**src/rtl/gcd_job_if.sv**
```systemverilog
// gcd_job_if: operand/result handshakes plus the GCD core control bus.
interface gcd_job_if #(
    parameter int WIDTH = 16,
    parameter int CNT_W = 16
);
    logic             in_valid;
    logic             in_ready;
    logic [WIDTH-1:0] in_a;
    logic [WIDTH-1:0] in_b;
    logic             out_valid;
    logic             out_ready;
    logic [WIDTH-1:0] out_gcd;
    logic [CNT_W-1:0] out_cycles;
    logic             core_rst;
    logic             core_start;
    logic [WIDTH-1:0] core_data;
    logic             core_done;
    logic [WIDTH-1:0] core_a;
    modport slave (
        input  in_valid, in_a, in_b, out_ready, core_done, core_a,
        output in_ready, out_valid, out_gcd, out_cycles, core_rst, core_start, core_data
    );
    modport master (
        output in_valid, in_a, in_b, out_ready, core_done, core_a,
        input  in_ready, out_valid, out_gcd, out_cycles, core_rst, core_start, core_data
    );
endinterface

```
**src/rtl/gcd_job_sequencer.sv**
```systemverilog
// gcd_job_sequencer: feeds operand pairs to the GCD core and returns result plus cycle count.
module gcd_job_sequencer #(
    parameter int WIDTH = 16,
    parameter int CNT_W = 16
) (
    input logic        clk,
    input logic        rst,
    gcd_job_if.slave   bus
);
    typedef enum logic [2:0] {S_IDLE, S_START, S_LDA, S_LDB, S_WAIT, S_OUT} state_t;
    state_t state, state_n;
    logic [WIDTH-1:0] op_a, op_b, gcd_q;
    logic [CNT_W-1:0] cnt, cnt_inc, cyc_q;
    logic zero_op;
    assign zero_op = bus.in_a == '0 || bus.in_b == '0;
    assign cnt_inc = &cnt ? cnt : cnt + 1'b1;
    always_ff @(posedge clk) begin
        if (rst) begin
            state <= S_IDLE;
            op_a  <= '0;
            op_b  <= '0;
            cnt   <= '0;
            gcd_q <= '0;
            cyc_q <= '0;
        end else begin
            state <= state_n;
            if (state == S_IDLE && bus.in_valid) begin
                op_a <= bus.in_a;
                op_b <= bus.in_b;
                // zero operands never terminate in the core, so resolve them here
                if (zero_op) begin
                    gcd_q <= bus.in_a | bus.in_b;
                    cyc_q <= '0;
                end
            end
            if (state == S_LDB) cnt <= '0;
            else if (state == S_WAIT) cnt <= cnt_inc;
            if (state == S_WAIT && bus.core_done) begin
                gcd_q <= bus.core_a;
                cyc_q <= cnt_inc;
            end
        end
    end
    always_comb begin
        state_n        = state;
        bus.in_ready   = state == S_IDLE;
        bus.out_valid  = state == S_OUT;
        bus.core_start = state == S_START;
        bus.core_rst   = rst || state == S_IDLE || state == S_OUT;
        bus.core_data  = (state == S_START || state == S_LDA) ? op_a : state == S_LDB ? op_b : '0;
        case (state)
            S_IDLE:  if (bus.in_valid) state_n = zero_op ? S_OUT : S_START;
            S_START: state_n = S_LDA;
            S_LDA:   state_n = S_LDB;
            S_LDB:   state_n = S_WAIT;
            S_WAIT:  if (bus.core_done) state_n = S_OUT;
            S_OUT:   if (bus.out_ready) state_n = S_IDLE;
            default: state_n = S_IDLE;
        endcase
    end
    assign bus.out_gcd    = gcd_q;
    assign bus.out_cycles = cyc_q;
endmodule
```
**src/flat_wrapper.sv**
```systemverilog
// flat-port wrapper written by rule: the top's interface ports become plain ports
module gcd_job_sequencer_flat 
#(
    parameter int WIDTH = 16,
    parameter int CNT_W = 16
)
  (clk, rst, bus_in_valid, bus_in_a, bus_in_b, bus_out_ready, bus_core_done, bus_core_a, bus_in_ready, bus_out_valid, bus_out_gcd, bus_out_cycles, bus_core_rst, bus_core_start, bus_core_data);
  gcd_job_if #(.WIDTH(WIDTH), .CNT_W(CNT_W)) bus_i ();
  input logic clk;
  input logic rst;
  input wire logic [$bits(bus_i.in_valid)-1:0] bus_in_valid;
  input wire logic [$bits(bus_i.in_a)-1:0] bus_in_a;
  input wire logic [$bits(bus_i.in_b)-1:0] bus_in_b;
  input wire logic [$bits(bus_i.out_ready)-1:0] bus_out_ready;
  input wire logic [$bits(bus_i.core_done)-1:0] bus_core_done;
  input wire logic [$bits(bus_i.core_a)-1:0] bus_core_a;
  output wire logic [$bits(bus_i.in_ready)-1:0] bus_in_ready;
  output wire logic [$bits(bus_i.out_valid)-1:0] bus_out_valid;
  output wire logic [$bits(bus_i.out_gcd)-1:0] bus_out_gcd;
  output wire logic [$bits(bus_i.out_cycles)-1:0] bus_out_cycles;
  output wire logic [$bits(bus_i.core_rst)-1:0] bus_core_rst;
  output wire logic [$bits(bus_i.core_start)-1:0] bus_core_start;
  output wire logic [$bits(bus_i.core_data)-1:0] bus_core_data;
  assign bus_i.in_valid = bus_in_valid;
  assign bus_i.in_a = bus_in_a;
  assign bus_i.in_b = bus_in_b;
  assign bus_i.out_ready = bus_out_ready;
  assign bus_i.core_done = bus_core_done;
  assign bus_i.core_a = bus_core_a;
  assign bus_in_ready = bus_i.in_ready;
  assign bus_out_valid = bus_i.out_valid;
  assign bus_out_gcd = bus_i.out_gcd;
  assign bus_out_cycles = bus_i.out_cycles;
  assign bus_core_rst = bus_i.core_rst;
  assign bus_core_start = bus_i.core_start;
  assign bus_core_data = bus_i.core_data;
  gcd_job_sequencer #(.WIDTH(WIDTH), .CNT_W(CNT_W)) u_core (.clk(clk), .rst(rst), .bus(bus_i));
endmodule
```
**config.mk**
```make
export PLATFORM = sky130hd
export DESIGN_NAME = gcd_job_sequencer_flat
export DESIGN_NICKNAME = d
export VERILOG_FILES = /design/src/rtl/gcd_job_if.sv /design/src/rtl/gcd_job_sequencer.sv /design/src/flat_wrapper.sv
export SDC_FILE = /design/constraint.sdc
export NUM_CORES = 1
export LEC_CHECK = 0
export ABC_AREA = 1
export CAP_MARGIN = 10
export CORE_MARGIN = 5
export CORE_UTILIZATION = 53
export CTS_CLUSTER_SIZE = 14
export DETAILED_ROUTE_END_ITERATION = 6
export PLACE_DENSITY = 0.86
export SKIP_CTS_REPAIR_TIMING = 1
export SLEW_MARGIN = 20
export SYNTH_ARGS = -nofsm -noshare
export SYNTH_HDL_FRONTEND = slang
export SYNTH_SLANG_ARGS = --single-unit
```
**constraint.sdc**
```tcl
create_clock -name clk -period 3.2 [get_ports clk]
set_clock_uncertainty 0.2 [all_clocks]
set_input_delay 0.64 -clock clk [delete_from_list [all_inputs] [get_ports clk]]
set_output_delay 0.64 -clock clk [all_outputs]
set_load 0.005 [all_outputs]
```
==> results.py <==
metrics = {
    "run_status": {
        "outcome": "finished clean",
    },
    "layout": {
        "regArea_um2": 1662,
        "multiInputGateArea_um2": 1939,
        "area_growth_pct": 30.48,
        "layout-drive-gt1-share_pct": 5.439,
        "fin_nets": 766,
        "n_antenna_cell": 0,
        "fillers": 616,
    },
    "sta": {
        "final-hold-violation-count": 0,
        "period_needed_ns": 3.133,
        "max_freq_mhz": 319.2,
        "finalCritPeriodShare_pct": 97.90,
        "setup_slack_ns": 0.06709,
        "setup_violations": 0,
        "drv_slew": 0,
        "max-slew-margin-rel_pct": 64.24,
        "worst_slew_pin_slew_ns": 0.5345,
    },
    "critical_path": {
        "worst_ep_required_time_ns": 2.36,
        "crit_path_start_kind": "flip-flop",
        "crit_chain": "nand2_1, nor2_2, clkinvlp_4, buf_4, o22ai_1, clkdlybuf4s50_1",
        "crit_family": "buffers and inverters",
        "cpMaxStageDelayCell": "clkdlybuf4s50_1",
        "critical_path.max_fanout": 16,
        "timing.critical_path.buf_inv": 3,
        "worstSetupEndpointType": "output pin",
        "crit_type": "reg2out",
        "max_stage_delay_ns": 0.55,
        "worst_ep_arrival_time_ns": 2.29,
    },
    "synth": {
        "syn_inst": 621,
        "ys_ff_latch": 83,
        "synth.area.top_cells": "dfxtp_1 40%, nand2_1 14%, nor2_1 8.2%",
        "synth_nets": 675,
        "netlist_area_um2": 4129,
        "synth_top_area_share_pct": 40.24,
        "ys_seq_area_share_pct": 40.24,
        "yosysWarnings": 0,
        "yosysTopAreaCell": "dfxtp_1",
        "synth_cell_types": 27,
        "avgSynthCellArea_um2": 6.649,
    },
    "grt": {
        "grt_max_degree": 50,
        "grt_pass1_wl_um": 19850,
        "track_usage_pct": 25.01,
        "grt_pass1_vias": 4157,
        "overflow": 0,
        "antenna_found_initial": 0,
    },
    "clock_network": {
        "cts_tree": "built",
        "cts_root_buffer": "clkbuf_8",
        "cts_buffers": 9,
        "clk_pin_slew_ns": 0.08,
        "clock_path_buffers": 2,
        "h-tree-depth": 3,
        "clock_sinks": 83,
        "insertion_delay_ns": 0.36,
    },
    "route": {
        "drt-total-wl_um": 12130,
        "drtIter0Drc": 328,
        "firstDrtPassIters": 5,
        "avgRoutedWirePerCell_um": 14.81,
        "ant_nets": 0,
        "vias": 4358,
        "via_per_inst": 5.321,
        "post-route-drc-count": 0,
    },
    "place": {
        "place_congestion": 0.8978,
        "dp_hpwl_um": 8660,
        "numPortBuffers": 104,
        "dpl_worst_slack_ns": 0.4419,
    },
    "pwr": {
        "power_per_cell_area_nw_per_um2": 682.8,
        "pwr-share-seq_pct": 38.6,
        "netSwitchingFraction_pct": 34.66,
        "p_switching_uw": 1275,
        "peakVddDrop_uv": 388.1,
        "p_int_uw": 2403,
        "clock_power_share_pct": 26.6,
        "p_leak_uw": 0.002204,
        "combPwrFrac_pct": 34.8,
        "finalPower_uw": 3679,
    },
    "worst_hold_path": {
        "hp-class": "reg2reg",
    },
    "floorplan": {
        "die_w_um": 98.27,
        "core_area_um2": 7647,
        "rows": 32,
        "pin_count": 105,
        "dieArea_um2": 9656,
        "die_h_um": 98.27,
        "initial_core_util_pct": 53.99,
    },
    "flow_run": {
        "maxCapViolCount": 0,
    },
}
[worst min-delay path: stages (launching register included)]
cell,delay (ns)
dfxtp_1,0.30
inv_1,0.06
a21oi_1,0.06
[synthesized netlist by cell type]
cell type,n
inv_1,74
and2_1,1
ha_1,1
dfxtp_1,83
nand2_1,149
xnor2_1,1
nand4_1,3
nor3_2,1
nor2_1,90
o21ai_1,28
buf_4,4
buf_6,13
nand3_1,19
buf_2,4
nor2_2,1
a21oi_1,60
o21ai_0,42
nor2_4,3
nand2_2,3
o22ai_1,16
or2_2,1
nand2_4,2
nor3_1,2
nand3b_1,3
xor2_1,2
clkbuf_1,9
inv_2,6
[cells by family after synthesis]
logic type	share of synthesized area [%]
and+or+nand+nor	27.79
AOI/OAI and AO/OA	18.18
buffers and inverters	12.85
DFF	40.24
xor gates and xnor gates	0.6365
adders and majority gates	0.3030
[path summary, 6_finish.rpt]
path	end	slack, ns	depth (start not counted)	from
worst max-delay path	bus_core_data[0]	0.07	6	u_core.state[1]$_SDFFE_PP0P_
worst min register to register	u_core.op_a[2]$_SDFFE_PP0P_	0.25	2	u_core.op_a[2]$_SDFFE_PP0P_
worst min-delay path	u_core.op_a[2]$_SDFFE_PP0P_	0.25	2	u_core.op_a[2]$_SDFFE_PP0P_
worst max register to register	u_core.bus.out_gcd[13]$_SDFFE_PP0P_	0.73	10	u_core.state[2]$_SDFFE_PP0P_
[flip-flops by register name, indices dropped and copies added (netlist names)]
name,cells
u_core.bus.out_cycles,16
u_core.bus.out_gcd,16
u_core.cnt,16
u_core.op_a,16
u_core.op_b,16
u_core.state,3
[power by group through the flow]
stage	clock network (µW)	logic, µW	registers [µW]
2_1_floorplan	0	854	1410
3_3_place_gp	0	1220	1430
3_5_place_dp	0	1260	1440
4_1_cts	981	1270	1420
5_1_grt	1030	1420	1450
6_report	977	1280	1420
[routing by layer]
layer  part of all wire, %  wire, µm  track usage [%]
met3                   6.7       816            4.857
met4                   3.2       393            10.61
met1                    42      5103            31.25
met5                     0         0                0
met2                    48      5813            42.09
[cells in the final DEF (no fill, tap or decap)]
master	netlist	layout
clkbuf_1	9	2
o21ai_1	28	28
nand4_1	3	3
nand2_4	2	2
nand2_1	149	149
clkinvlp_4	0	1
or2_2	1	1
nand2_2	3	3
nor2_2	1	2
nand3b_1	3	3
clkinv_2	0	1
dfxtp_1	83	83
a21oi_1	60	60
xnor2_1	1	1
nor2_1	90	89
nor2_4	3	3
inv_2	6	6
xor2_1	2	2
nand3_1	19	19
and2_1	1	1
ha_1	1	1
buf_4	4	5
bufinv_16	0	4
inv_1	74	73
nor3_1	2	2
o22ai_1	16	16
buf_12	0	1
clkbuf_8	0	9
nor3_2	1	1
clkdlybuf4s50_1	0	104
o21ai_0	42	42
[through the flow]
stage	hold WS, ns	instance area, µm²	util, %	setup TNS (ns)	instances
5_1_grt	0.2822	5388	70.45	-0.03208	819
3_3_place_gp	0.2403	5117	66.92	0	802
6_report	0.2549	5388	70.45	0	819
4_1_cts	0.2567	5374	70.27	0	818
3_5_place_dp	0.2458	5117	66.92	0	802
2_1_floorplan	0.2305	4129	-	0	621
[layout make-up]
| class | count | share of cell area [%] |
|---|---|---|
| tap | 102 | 2.369 |
| clock buffer | 11 | 2.438 |
| multi-input combinational | 428 | 36.00 |
| sequential | 83 | 30.84 |
| timing repair buffer | 110 | 20.39 |
| inverter | 80 | 5.643 |
| clock inverter | 5 | 2.322 |
Power figures use the tool's default switching activity.
